$ cat src/rtl/yrow_delta_integrator_if.sv
// ---------------------------------------------------------------------------
// yrow_delta_integrator_if
// Bundles the change-queue input, the Y-memory row read/write port and the
// EX-stage handshake of the Y-row delta integrator.
//   master : integrator view (drives chng_ready and every op_* signal)
//   slave  : environment view (change generator, Y memory, EX stage)
// Row packing: entry k = ymem_data[k*2*DATA_W +: 2*DATA_W], {real, img}.
// ---------------------------------------------------------------------------
interface yrow_delta_integrator_if #(
  parameter int DATA_W  = 24,
  parameter int ENTRIES = 5,
  parameter int ADDR_W  = 16
);
  localparam int ENT_W = 2 * DATA_W;
  localparam int ROW_W = ENTRIES * ENT_W;

  logic              chng_valid;
  logic              chng_ready;
  logic [ADDR_W-1:0] chng_row;
  logic [ADDR_W-1:0] chng_col;
  logic [DATA_W-1:0] chng_real;
  logic [DATA_W-1:0] chng_img;
  logic              filt_EN;
  logic              op_rd_req;
  logic [ADDR_W-1:0] op_y_row;
  logic [ROW_W-1:0]  ymem_data;
  logic              yMemDataReady;
  logic              op_wr_en;
  logic [ROW_W-1:0]  op_wr_data;
  logic [ENT_W-1:0]  op_yVal1;
  logic [ENT_W-1:0]  op_yVal2;
  logic              op_EX_EN;
  logic              exModDone;
  logic              op_Done;
  logic              op_colErr;

  modport master (
    input  chng_valid, chng_row, chng_col, chng_real, chng_img, filt_EN,
           ymem_data, yMemDataReady, exModDone,
    output chng_ready, op_rd_req, op_y_row, op_wr_en, op_wr_data,
           op_yVal1, op_yVal2, op_EX_EN, op_Done, op_colErr
  );

  modport slave (
    output chng_valid, chng_row, chng_col, chng_real, chng_img, filt_EN,
           ymem_data, yMemDataReady, exModDone,
    input  chng_ready, op_rd_req, op_y_row, op_wr_en, op_wr_data,
           op_yVal1, op_yVal2, op_EX_EN, op_Done, op_colErr
  );
endinterface

$ cat src/rtl/yrow_delta_integrator.sv
// ---------------------------------------------------------------------------
// yrow_delta_integrator
// Queues admittance changes (row, col, real, img) in a small FIFO. For each
// change it reads the packed Y-memory row, adds the delta to entry col with
// signed saturation, writes the row back, then presents the old/new entry to
// the EX stage and waits for exModDone.
// Ports:
//   clk    : rising-edge clock
//   rst_n  : asynchronous active-low reset
//   bus    : yrow_delta_integrator_if.master (change queue, Y memory, EX)
// All outputs are registered.
// ---------------------------------------------------------------------------
module yrow_delta_integrator #(
  parameter int DATA_W     = 24,
  parameter int ENTRIES    = 5,
  parameter int ADDR_W     = 16,
  parameter int FIFO_DEPTH = 4
) (
  input  logic                     clk,
  input  logic                     rst_n,
  yrow_delta_integrator_if.master  bus
);

  localparam int ENT_W  = 2 * DATA_W;
  localparam int ROW_W  = ENTRIES * ENT_W;
  localparam int PTR_W  = $clog2(FIFO_DEPTH);
  localparam int CNT_W  = PTR_W + 1;
  localparam int WORD_W = 2 * ADDR_W + 2 * DATA_W;

  typedef enum logic [2:0] {
    S_IDLE    = 3'd0,
    S_FETCH   = 3'd1,
    S_UPDATE  = 3'd2,
    S_WRITE   = 3'd3,
    S_NOTIFY  = 3'd4,
    S_WAIT_EX = 3'd5
  } state_e;

  // Signed add of two DATA_W values, clamped to the DATA_W signed range.
  // Overflow shows up as disagreement between the two top bits of the
  // sign-extended sum; the top bit then tells which rail to clamp to.
  function automatic logic [DATA_W-1:0] sat_add(input logic [DATA_W-1:0] a,
                                                input logic [DATA_W-1:0] b);
    logic [DATA_W:0]   sum;
    logic [DATA_W-1:0] res;
    sum = {a[DATA_W-1], a} + {b[DATA_W-1], b};
    if (sum[DATA_W] != sum[DATA_W-1]) begin
      res = sum[DATA_W] ? {1'b1, {(DATA_W-1){1'b0}}} : {1'b0, {(DATA_W-1){1'b1}}};
    end else begin
      res = sum[DATA_W-1:0];
    end
    return res;
  endfunction

  state_e state_q, state_d;

  // FIFO storage and pointers
  logic [WORD_W-1:0] fifo_mem_q [FIFO_DEPTH];
  logic [WORD_W-1:0] fifo_mem_d [FIFO_DEPTH];
  logic [PTR_W-1:0]  wr_ptr_q, wr_ptr_d, rd_ptr_q, rd_ptr_d;
  logic [CNT_W-1:0]  count_q, count_d;

  // Latched change and fetched row
  logic [ADDR_W-1:0] chg_col_q, chg_col_d;
  logic [DATA_W-1:0] chg_real_q, chg_real_d, chg_img_q, chg_img_d;
  logic [ROW_W-1:0]  row_buf_q, row_buf_d;
  logic              ex_done_q, ex_done_d;

  // Output registers
  logic              chng_ready_q, chng_ready_d;
  logic              op_rd_req_q, op_rd_req_d;
  logic [ADDR_W-1:0] op_y_row_q, op_y_row_d;
  logic              op_wr_en_q, op_wr_en_d;
  logic [ROW_W-1:0]  op_wr_data_q, op_wr_data_d;
  logic [ENT_W-1:0]  op_yval1_q, op_yval1_d, op_yval2_q, op_yval2_d;
  logic              op_ex_en_q, op_ex_en_d;
  logic              op_done_q, op_done_d;
  logic              op_col_err_q, op_col_err_d;

  logic              full_s, empty_s, push_s, pop_s, col_ok_s;
  logic [WORD_W-1:0] push_word_s, head_s;
  logic [ADDR_W-1:0] head_row_s, head_col_s;
  logic [DATA_W-1:0] head_real_s, head_img_s;
  logic [ENT_W-1:0]  old_ent_s, new_ent_s;
  logic [ROW_W-1:0]  new_row_s;

  assign full_s      = (count_q == CNT_W'(FIFO_DEPTH));
  assign empty_s     = (count_q == {CNT_W{1'b0}});
  // A full queue refuses the push even if a pop happens in the same cycle.
  assign push_s      = bus.chng_valid & ~full_s;
  assign pop_s       = (state_q == S_IDLE) & bus.filt_EN & ~empty_s;
  assign push_word_s = {bus.chng_row, bus.chng_col, bus.chng_real, bus.chng_img};
  assign head_s      = fifo_mem_q[rd_ptr_q];
  assign head_row_s  = head_s[2*DATA_W+ADDR_W +: ADDR_W];
  assign head_col_s  = head_s[2*DATA_W +: ADDR_W];
  assign head_real_s = head_s[DATA_W +: DATA_W];
  assign head_img_s  = head_s[0 +: DATA_W];
  assign col_ok_s    = (head_col_s < ADDR_W'(ENTRIES));

  // FIFO next-state: write at wr_ptr on push, advance rd_ptr on pop.
  always_comb begin
    fifo_mem_d = fifo_mem_q;
    wr_ptr_d   = wr_ptr_q;
    rd_ptr_d   = rd_ptr_q;
    count_d    = count_q;
    if (push_s) begin
      fifo_mem_d[wr_ptr_q] = push_word_s;
      wr_ptr_d             = wr_ptr_q + PTR_W'(1);
    end else begin
      wr_ptr_d = wr_ptr_q;
    end
    if (pop_s) begin
      rd_ptr_d = rd_ptr_q + PTR_W'(1);
    end else begin
      rd_ptr_d = rd_ptr_q;
    end
    case ({push_s, pop_s})
      2'b10:   count_d = count_q + CNT_W'(1);
      2'b01:   count_d = count_q - CNT_W'(1);
      default: count_d = count_q;
    endcase
  end

  // FIFO registers.
  always_ff @(posedge clk or negedge rst_n) begin
    if (!rst_n) begin
      for (int i = 0; i < FIFO_DEPTH; i++) begin
        fifo_mem_q[i] <= {WORD_W{1'b0}};
      end
      wr_ptr_q <= {PTR_W{1'b0}};
      rd_ptr_q <= {PTR_W{1'b0}};
      count_q  <= {CNT_W{1'b0}};
    end else begin
      fifo_mem_q <= fifo_mem_d;
      wr_ptr_q   <= wr_ptr_d;
      rd_ptr_q   <= rd_ptr_d;
      count_q    <= count_d;
    end
  end

  // FSM state register.
  always_ff @(posedge clk or negedge rst_n) begin
    if (!rst_n) begin
      state_q <= S_IDLE;
    end else begin
      state_q <= state_d;
    end
  end

  // FSM next-state logic. A popped change with an out-of-range column is
  // dropped in IDLE without touching memory.
  always_comb begin
    state_d = state_q;
    case (state_q)
      S_IDLE:    state_d = (pop_s && col_ok_s) ? S_FETCH : S_IDLE;
      S_FETCH:   state_d = bus.yMemDataReady ? S_UPDATE : S_FETCH;
      S_UPDATE:  state_d = S_WRITE;
      S_WRITE:   state_d = S_NOTIFY;
      S_NOTIFY:  state_d = S_WAIT_EX;
      // Leave on the registered done flag: the next pop is two cycles after
      // exModDone rather than one.
      S_WAIT_EX: state_d = ex_done_q ? S_IDLE : S_WAIT_EX;
      default:   state_d = S_IDLE;
    endcase
  end

  // Entry select and saturating update of the addressed entry.
  always_comb begin
    old_ent_s = {ENT_W{1'b0}};
    for (int k = 0; k < ENTRIES; k++) begin
      old_ent_s = old_ent_s |
                  ((chg_col_q == ADDR_W'(k)) ? row_buf_q[k*ENT_W +: ENT_W] : {ENT_W{1'b0}});
    end
    new_ent_s = {sat_add(old_ent_s[DATA_W +: DATA_W], chg_real_q),
                 sat_add(old_ent_s[0 +: DATA_W], chg_img_q)};
    new_row_s = row_buf_q;
    for (int k = 0; k < ENTRIES; k++) begin
      new_row_s[k*ENT_W +: ENT_W] = (chg_col_q == ADDR_W'(k)) ? new_ent_s
                                                              : row_buf_q[k*ENT_W +: ENT_W];
    end
  end

  // FSM output / datapath next values; outputs are registered from state_d.
  always_comb begin
    chg_col_d    = chg_col_q;
    chg_real_d   = chg_real_q;
    chg_img_d    = chg_img_q;
    op_y_row_d   = op_y_row_q;
    row_buf_d    = row_buf_q;
    op_wr_data_d = op_wr_data_q;
    op_yval1_d   = op_yval1_q;
    op_yval2_d   = op_yval2_q;
    if (pop_s && col_ok_s) begin
      chg_col_d  = head_col_s;
      chg_real_d = head_real_s;
      chg_img_d  = head_img_s;
      op_y_row_d = head_row_s;
    end else begin
      op_y_row_d = op_y_row_q;
    end
    if ((state_q == S_FETCH) && bus.yMemDataReady) begin
      row_buf_d = bus.ymem_data;
    end else begin
      row_buf_d = row_buf_q;
    end
    if (state_q == S_UPDATE) begin
      op_wr_data_d = new_row_s;
      op_yval1_d   = old_ent_s;
      op_yval2_d   = new_ent_s;
    end else begin
      op_wr_data_d = op_wr_data_q;
    end
    ex_done_d    = (state_q == S_WAIT_EX) & bus.exModDone & ~ex_done_q;
    op_rd_req_d  = (state_d == S_FETCH);
    op_wr_en_d   = (state_d == S_WRITE);
    op_ex_en_d   = (state_d == S_NOTIFY);
    op_done_d    = (state_q == S_IDLE) & empty_s;
    chng_ready_d = (count_d != CNT_W'(FIFO_DEPTH));
    op_col_err_d = op_col_err_q | (pop_s & ~col_ok_s);
  end

  // Datapath and output registers.
  always_ff @(posedge clk or negedge rst_n) begin
    if (!rst_n) begin
      chg_col_q    <= {ADDR_W{1'b0}};
      chg_real_q   <= {DATA_W{1'b0}};
      chg_img_q    <= {DATA_W{1'b0}};
      row_buf_q    <= {ROW_W{1'b0}};
      ex_done_q    <= 1'b0;
      chng_ready_q <= 1'b1;
      op_rd_req_q  <= 1'b0;
      op_y_row_q   <= {ADDR_W{1'b0}};
      op_wr_en_q   <= 1'b0;
      op_wr_data_q <= {ROW_W{1'b0}};
      op_yval1_q   <= {ENT_W{1'b0}};
      op_yval2_q   <= {ENT_W{1'b0}};
      op_ex_en_q   <= 1'b0;
      op_done_q    <= 1'b1;
      op_col_err_q <= 1'b0;
    end else begin
      chg_col_q    <= chg_col_d;
      chg_real_q   <= chg_real_d;
      chg_img_q    <= chg_img_d;
      row_buf_q    <= row_buf_d;
      ex_done_q    <= ex_done_d;
      chng_ready_q <= chng_ready_d;
      op_rd_req_q  <= op_rd_req_d;
      op_y_row_q   <= op_y_row_d;
      op_wr_en_q   <= op_wr_en_d;
      op_wr_data_q <= op_wr_data_d;
      op_yval1_q   <= op_yval1_d;
      op_yval2_q   <= op_yval2_d;
      op_ex_en_q   <= op_ex_en_d;
      op_done_q    <= op_done_d;
      op_col_err_q <= op_col_err_d;
    end
  end

  assign bus.chng_ready = chng_ready_q;
  assign bus.op_rd_req  = op_rd_req_q;
  assign bus.op_y_row   = op_y_row_q;
  assign bus.op_wr_en   = op_wr_en_q;
  assign bus.op_wr_data = op_wr_data_q;
  assign bus.op_yVal1   = op_yval1_q;
  assign bus.op_yVal2   = op_yval2_q;
  assign bus.op_EX_EN   = op_ex_en_q;
  assign bus.op_Done    = op_done_q;
  assign bus.op_colErr  = op_col_err_q;

endmodule

$ cat src/flat_wrapper.sv
// flat-port wrapper written by rule: the top's interface ports become plain ports
module yrow_delta_integrator_flat 
#(
  parameter int DATA_W     = 24,
  parameter int ENTRIES    = 5,
  parameter int ADDR_W     = 16,
  parameter int FIFO_DEPTH = 4
)
  (clk, rst_n, bus_chng_valid, bus_chng_row, bus_chng_col, bus_chng_real, bus_chng_img, bus_filt_EN, bus_ymem_data, bus_yMemDataReady, bus_exModDone, bus_chng_ready, bus_op_rd_req, bus_op_y_row, bus_op_wr_en, bus_op_wr_data, bus_op_yVal1, bus_op_yVal2, bus_op_EX_EN, bus_op_Done, bus_op_colErr);
  yrow_delta_integrator_if #(.DATA_W(DATA_W), .ENTRIES(ENTRIES), .ADDR_W(ADDR_W)) bus_i ();
  input  logic clk;
  input  logic rst_n;
  input wire logic [$bits(bus_i.chng_valid)-1:0] bus_chng_valid;
  input wire logic [$bits(bus_i.chng_row)-1:0] bus_chng_row;
  input wire logic [$bits(bus_i.chng_col)-1:0] bus_chng_col;
  input wire logic [$bits(bus_i.chng_real)-1:0] bus_chng_real;
  input wire logic [$bits(bus_i.chng_img)-1:0] bus_chng_img;
  input wire logic [$bits(bus_i.filt_EN)-1:0] bus_filt_EN;
  input wire logic [$bits(bus_i.ymem_data)-1:0] bus_ymem_data;
  input wire logic [$bits(bus_i.yMemDataReady)-1:0] bus_yMemDataReady;
  input wire logic [$bits(bus_i.exModDone)-1:0] bus_exModDone;
  output wire logic [$bits(bus_i.chng_ready)-1:0] bus_chng_ready;
  output wire logic [$bits(bus_i.op_rd_req)-1:0] bus_op_rd_req;
  output wire logic [$bits(bus_i.op_y_row)-1:0] bus_op_y_row;
  output wire logic [$bits(bus_i.op_wr_en)-1:0] bus_op_wr_en;
  output wire logic [$bits(bus_i.op_wr_data)-1:0] bus_op_wr_data;
  output wire logic [$bits(bus_i.op_yVal1)-1:0] bus_op_yVal1;
  output wire logic [$bits(bus_i.op_yVal2)-1:0] bus_op_yVal2;
  output wire logic [$bits(bus_i.op_EX_EN)-1:0] bus_op_EX_EN;
  output wire logic [$bits(bus_i.op_Done)-1:0] bus_op_Done;
  output wire logic [$bits(bus_i.op_colErr)-1:0] bus_op_colErr;
  assign bus_i.chng_valid = bus_chng_valid;
  assign bus_i.chng_row = bus_chng_row;
  assign bus_i.chng_col = bus_chng_col;
  assign bus_i.chng_real = bus_chng_real;
  assign bus_i.chng_img = bus_chng_img;
  assign bus_i.filt_EN = bus_filt_EN;
  assign bus_i.ymem_data = bus_ymem_data;
  assign bus_i.yMemDataReady = bus_yMemDataReady;
  assign bus_i.exModDone = bus_exModDone;
  assign bus_chng_ready = bus_i.chng_ready;
  assign bus_op_rd_req = bus_i.op_rd_req;
  assign bus_op_y_row = bus_i.op_y_row;
  assign bus_op_wr_en = bus_i.op_wr_en;
  assign bus_op_wr_data = bus_i.op_wr_data;
  assign bus_op_yVal1 = bus_i.op_yVal1;
  assign bus_op_yVal2 = bus_i.op_yVal2;
  assign bus_op_EX_EN = bus_i.op_EX_EN;
  assign bus_op_Done = bus_i.op_Done;
  assign bus_op_colErr = bus_i.op_colErr;
  yrow_delta_integrator #(.DATA_W(DATA_W), .ENTRIES(ENTRIES), .ADDR_W(ADDR_W), .FIFO_DEPTH(FIFO_DEPTH)) u_core (.clk(clk), .rst_n(rst_n), .bus(bus_i));
endmodule
$ cat config.mk
export PLATFORM = sky130hd
export DESIGN_NAME = yrow_delta_integrator_flat
export DESIGN_NICKNAME = d
export VERILOG_FILES = /design/src/rtl/yrow_delta_integrator_if.sv /design/src/rtl/yrow_delta_integrator.sv /design/src/flat_wrapper.sv
export SDC_FILE = /design/constraint.sdc
export NUM_CORES = 2
export LEC_CHECK = 0
export CAP_MARGIN = 20
export CELL_PAD_IN_SITES_DETAIL_PLACEMENT = 1
export CELL_PAD_IN_SITES_GLOBAL_PLACEMENT = 2
export CORE_MARGIN = 2
export CORE_UTILIZATION = 33
export CTS_CLUSTER_DIAMETER = 30
export CTS_CLUSTER_SIZE = 40
export DETAILED_ROUTE_END_ITERATION = 8
export PLACE_DENSITY = 0.88
export RECOVER_POWER = 25
export SLEW_MARGIN = 15
export SYNTH_ARGS = -nofsm -noshare
export SYNTH_HDL_FRONTEND = slang
export SYNTH_SLANG_ARGS = --single-unit
$ cat constraint.sdc
create_clock -name clk -period 5.35 [get_ports clk]
set_clock_uncertainty 0.05 [all_clocks]
set_input_delay 1.605 -clock clk [delete_from_list [all_inputs] [get_ports clk]]
set_output_delay 1.605 -clock clk [all_outputs]
set_load 0.01 [all_outputs]
==> impl_metrics.ini <==
[finish]
multi_input_area_sq_um = 19000
register_area_sq_um = 24900
layout.nets = 4993
drive_above_1_share_pct = 29.5
fillerInstances = 13900
area.growth.synth_to_final_pct = 42.7
postLayoutCellArea_sq_um = 63900

[power_and_ir_drop]
clock_power_share_pct = 28.4
switchingPower_uw = 23100
post-layout-total-power_uw = 57400
power.internal_uw = 34300
p_sw_share_pct = 40.2
max-vdd-ir-drop_uv = 590
sequential_power_share_pct = 24.5
combinationalPowerShare_pct = 47.1
power.static_leakage_uw = 0.0280
pwr_density_cell_nw_per_um2 = 900

[placement]
cell_area_after_placement_sq_um = 54500
gp_congestion = 0.904
placement.io_buffers = 683
dpl_worst_slack_ns = -0.102
detailed_place_hpwl_mm = 127

[synthesis]
post_synth.cell_area_avg_sq_um = 12.0
syn_inst = 3730
synth_warnings = 0
asyncSetResetFlopFracSynth_pct = 100
synth_cell_area_sq_um = 44800
synth_enable_flop_cells = 0
synthesis.nets = 4114
synth_cell_type_count = 67
post_synthesis_sequential_area_ratio_pct = 55.5
postSynth.topFlopCell = sky130_fd_sc_hd__dfrtp_1
number_of_storage_elements_in_the_synthesis_netlist = 993

[flow_run]
cap_violations = 7

[sta]
tightestPinTransition_ns = 2.42
final-setup-viol-count = 0
slew_headroom_pct = -61.6
layout_min_cycle_time_ns = 5.13
fmax_mhz = 195
timing.final.hold_violations = 0
grt_setup_unrepaired = yes
worst_setup_margin_ns = 0.220
slew_viol_final = 482
layout_worst_path_cycle_share_pct = 95.9

[clock_network]
clockBufferDepth = 4
worstSkewPairLatency_ns = 0.86
cts_htree_levels = 5
cts.hold.buffers_added = 0
tritoncts_clock_tree = done
cts-buffers-inserted = 281
clkSlewWorstSetupHoldPaths_ns = 0.04
tritoncts_num_sinks = 993
clock_tree_root = sky130_fd_sc_hd__clkbuf_16

[floorplan]
design.die.area_sq_um = 139000
die_y_microns = 372
placement_rows = 135
dieWidth_microns = 372
coreArea_sq_um = 135000
initial_core_util_pct = 33.2
top_level_pins = 684

[global_route]
globalRouteOverflowTotal = 0
grt_antenna_before_repair = 53
number_of_global_route_vias_before_repair = 38800
global_route_wire_length_before_repair_mm = 268
grt_start_max_net_pins = 207
grt_util_all_layers_pct = 26.3

[critical_path]
timing.critical_path.fanout_max = 23
reg2regPathDepth = 21
worst_setup_path_start_kind = register
setup.worst_path.class = reg -> reg
timing.rr.start = u_core.chg_col_q[1]
timing.critical_path.arrival_ns = 5.83
cp.required_ns = 6.05
worst_setup_end_kind = register
timing.reg2reg.setup_slack_ns = 0.22
worst_r2r_endpoint = u_core.bus.op_wr_data[202]

[status]
failing_checks = max-capacitance violations, max-slew violations
result_of_the_run = finished, violations left

[worst_hold_path]
hold_path_startpoint = u_core.bus.op_yVal1[28]
min_path_cells = 2
hold-path-endpoint = u_core.bus.op_yVal1[28]
hp-class = reg -> reg

[routing]
route.final.wire_length_mm = 186
drt_first_iter_violations = 2595
route.detailed.vias_per_inst = 5.41
drc = 0
wl_per_cell_microns = 28.2
antenna_violating_nets_post_route = 0
via_count = 35700
detail_route.first_pass.iterations = 5
kinds of logic after synthesis:
logic type	Yosys count	share of synthesized area (%)
simple gates	818	8.34
buf+inv	281	2.43
flops	993	55.5
mux	748	20.5
compound gates	789	10.7
xor+xnor	43	0.841
fa+ha+maj	58	1.67
power groups by stage:
stage               logic (uW)  registers [uW]  clock network, uW
CTS                      26600           14000              16500
global placement         25600           13800                  0
finish                   27000           14100              16300
detailed placement       26100           14000                  0
floorplan                13000           13300                  0
global route             28700           14400              16900
per-layer routing:
layer / global-route usage, % / vias up / share of wire [%]
li1: - / 15200 / -
met1: 33.4 / 18700 / 41
met2: 40.4 / 1287 / 45
met3: 9.85 / 407 / 9.3
met4: 10.7 / 56 / 4.0
met5: 0 / - / 0.20
synth_stat cells, types with 4 or more instances:
library cell               instances  share of area (%)
sky130_fd_sc_hd__o21a_1            5              0.084
sky130_fd_sc_hd__nor2b_1           9               0.13
sky130_fd_sc_hd__dfrtp_1         991                 55
sky130_fd_sc_hd__a21oi_1         181                2.0
sky130_fd_sc_hd__a221o_1          48                1.1
sky130_fd_sc_hd__a21boi_0          9               0.15
sky130_fd_sc_hd__a21o_1           25               0.42
sky130_fd_sc_hd__clkbuf_1        224                1.9
sky130_fd_sc_hd__a22oi_1          48               0.81
sky130_fd_sc_hd__a211oi_1         10               0.17
sky130_fd_sc_hd__o31ai_1           6               0.10
sky130_fd_sc_hd__nor4b_1           6               0.12
sky130_fd_sc_hd__xnor2_1          25               0.49
sky130_fd_sc_hd__o21ai_0         341                3.8
sky130_fd_sc_hd__nor2_1          170                1.4
sky130_fd_sc_hd__or2_2             8               0.11
sky130_fd_sc_hd__buf_1            19               0.16
sky130_fd_sc_hd__mux4_2           67                3.4
sky130_fd_sc_hd__xor2_1           18               0.35
sky130_fd_sc_hd__ha_1             55                1.5
sky130_fd_sc_hd__nor3_1           48               0.54
sky130_fd_sc_hd__o21ai_1          50               0.56
sky130_fd_sc_hd__and2_1           14               0.20
sky130_fd_sc_hd__inv_1            26               0.22
sky130_fd_sc_hd__a21oi_2           4              0.078
sky130_fd_sc_hd__or3_1            10               0.14
sky130_fd_sc_hd__o21bai_1          4              0.067
sky130_fd_sc_hd__nor4_1           12               0.17
sky130_fd_sc_hd__nand3_1          11               0.12
sky130_fd_sc_hd__buf_2             8              0.089
sky130_fd_sc_hd__nand2_1         387                3.2
sky130_fd_sc_hd__nand4_1           5              0.070
sky130_fd_sc_hd__mux2i_1           6               0.13
sky130_fd_sc_hd__o211ai_1          9               0.15
sky130_fd_sc_hd__a31oi_1          16               0.22
sky130_fd_sc_hd__mux2_2          675                 17
sky130_fd_sc_hd__a21oi_4          11               0.40
sky130_fd_sc_hd__and3_1          121                1.7
worst max-delay path: stages (launching register included):
cell and delay, ns:
sky130_fd_sc_hd__dfrtp_4 0.61, sky130_fd_sc_hd__nor2b_4 0.15, sky130_fd_sc_hd__buf_6 0.24, sky130_fd_sc_hd__a22oi_1 0.48
sky130_fd_sc_hd__nor2_1 0.10, sky130_fd_sc_hd__a221o_1 0.34, sky130_fd_sc_hd__ha_1 0.41, sky130_fd_sc_hd__nand3_1 0.15
sky130_fd_sc_hd__a2bb2oi_1 0.16, sky130_fd_sc_hd__a21oi_1 0.22, sky130_fd_sc_hd__nor3_1 0.08, sky130_fd_sc_hd__a211o_1 0.29
sky130_fd_sc_hd__o21bai_1 0.18, sky130_fd_sc_hd__a21oi_2 0.10, sky130_fd_sc_hd__xnor2_2 0.16, sky130_fd_sc_hd__ha_4 0.37
sky130_fd_sc_hd__o31ai_4 0.14, sky130_fd_sc_hd__buf_12 0.17, sky130_fd_sc_hd__o21ai_1 0.15, sky130_fd_sc_hd__buf_4 0.20
sky130_fd_sc_hd__nor2_1 0.05, sky130_fd_sc_hd__o21ai_0 0.20
state kept, by name, summed over array words and instances (netlist names), 2 cells and up:
register	flops
u_core.chg_img_q	24
u_core.wr_ptr_q	2
u_core.rd_ptr_q	2
u_core.bus.op_yVal1	48
u_core.fifo_mem_q	320
u_core.bus.op_yVal2	48
u_core.bus.op_wr_data	240
u_core.row_buf_q	240
u_core.bus.op_y_row	16
u_core.state_q	3
u_core.chg_real_q	24
u_core.count_q	3
u_core.chg_col_q	16
cells in the final DEF, fill, tap and decap left out, types with 7 or more instances in the layout:
| cell | netlist | final |
|---|---|---|
| sky130_fd_sc_hd__a211oi_1 | 10 | 10 |
| sky130_fd_sc_hd__a21o_1 | 25 | 25 |
| sky130_fd_sc_hd__a21oi_1 | 181 | 179 |
| sky130_fd_sc_hd__a21oi_4 | 11 | 12 |
| sky130_fd_sc_hd__a221o_1 | 48 | 45 |
| sky130_fd_sc_hd__a22oi_1 | 48 | 48 |
| sky130_fd_sc_hd__a31oi_1 | 16 | 16 |
| sky130_fd_sc_hd__and2_1 | 14 | 14 |
| sky130_fd_sc_hd__and3_1 | 121 | 120 |
| sky130_fd_sc_hd__buf_12 | 0 | 22 |
| sky130_fd_sc_hd__buf_4 | 2 | 121 |
| sky130_fd_sc_hd__bufinv_16 | 0 | 27 |
| sky130_fd_sc_hd__clkbuf_1 | 224 | 49 |
| sky130_fd_sc_hd__clkbuf_16 | 0 | 287 |
| sky130_fd_sc_hd__clkbuf_2 | 0 | 7 |
| sky130_fd_sc_hd__clkbuf_8 | 0 | 39 |
| sky130_fd_sc_hd__clkdlybuf4s50_1 | 0 | 679 |
| sky130_fd_sc_hd__clkinv_2 | 0 | 38 |
| sky130_fd_sc_hd__clkinv_4 | 0 | 10 |
| sky130_fd_sc_hd__clkinvlp_4 | 0 | 23 |
| sky130_fd_sc_hd__dfrtp_1 | 991 | 987 |
| sky130_fd_sc_hd__diode_2 | 0 | 23 |
| sky130_fd_sc_hd__ha_1 | 55 | 52 |
| sky130_fd_sc_hd__inv_1 | 26 | 24 |
| sky130_fd_sc_hd__inv_6 | 0 | 7 |
| sky130_fd_sc_hd__mux2_2 | 675 | 675 |
| sky130_fd_sc_hd__mux4_2 | 67 | 67 |
| sky130_fd_sc_hd__nand2_1 | 387 | 381 |
| sky130_fd_sc_hd__nand3_1 | 11 | 10 |
| sky130_fd_sc_hd__nor2_1 | 170 | 167 |
| sky130_fd_sc_hd__nor2b_1 | 9 | 8 |
| sky130_fd_sc_hd__nor3_1 | 48 | 45 |
| sky130_fd_sc_hd__nor4_1 | 12 | 11 |
| sky130_fd_sc_hd__o211ai_1 | 9 | 9 |
| sky130_fd_sc_hd__o21ai_0 | 341 | 335 |
| sky130_fd_sc_hd__o21ai_1 | 50 | 56 |
| sky130_fd_sc_hd__or2_2 | 8 | 8 |
| sky130_fd_sc_hd__or3_1 | 10 | 8 |
| sky130_fd_sc_hd__xnor2_1 | 25 | 24 |
| sky130_fd_sc_hd__xor2_1 | 18 | 18 |
what timing repair did:
action                     4_1_cts  5_1_grt
setup endpoints to repair       61      244
gates cloned                     0        1
gates resized for setup          6       39
setup buffers                    4        5
pin swaps                        1        9
final cells by class:
class                           instances  area share, %
Clock inverter                        104           2.06
Inverter                               26          0.170
Tap cell                             1781           3.49
Multi-Input combinational cell       2456           29.8
Clock buffer                          369           12.3
Antenna cell                           23         0.0901
Sequential cell                       993           38.9
Timing Repair Buffer                  851           13.1
stage by stage:
step	hold WS [ns]	util (%)	setup TNS [ns]	std cells
finish	0.416	47.3	0	6603
global placement	0.389	40.4	-0.158	6095
detailed placement	0.407	40.4	-0.624	6096
CTS	0.423	47.2	0	6573
global route	0.446	47.3	-0.0338	6596
floorplan	0.379	-	0	3730
worst max-delay path by stage:
stage | start | to | slack, ns | cells past startpoint
6_report | u_core.chg_col_q[1] | u_core.bus.op_wr_data[202] | 0.22 | 21
5_1_grt | u_core.chg_col_q[10] | u_core.bus.op_wr_data[146] | -0.02 | 23
4_1_cts | u_core.chg_col_q[0] | u_core.bus.op_wr_data[115] | 0.003 | 20
3_5_place_dp | u_core.chg_col_q[9] | u_core.bus.op_wr_data[101] | -0.10 | 24
3_3_place_gp | u_core.chg_col_q[0] | u_core.bus.op_wr_data[101] | -0.05 | 22
2_1_floorplan | u_core.chg_col_q[9] | u_core.bus.op_wr_data[111] | 0.04 | 23
(Power assumes the default switching activity.)
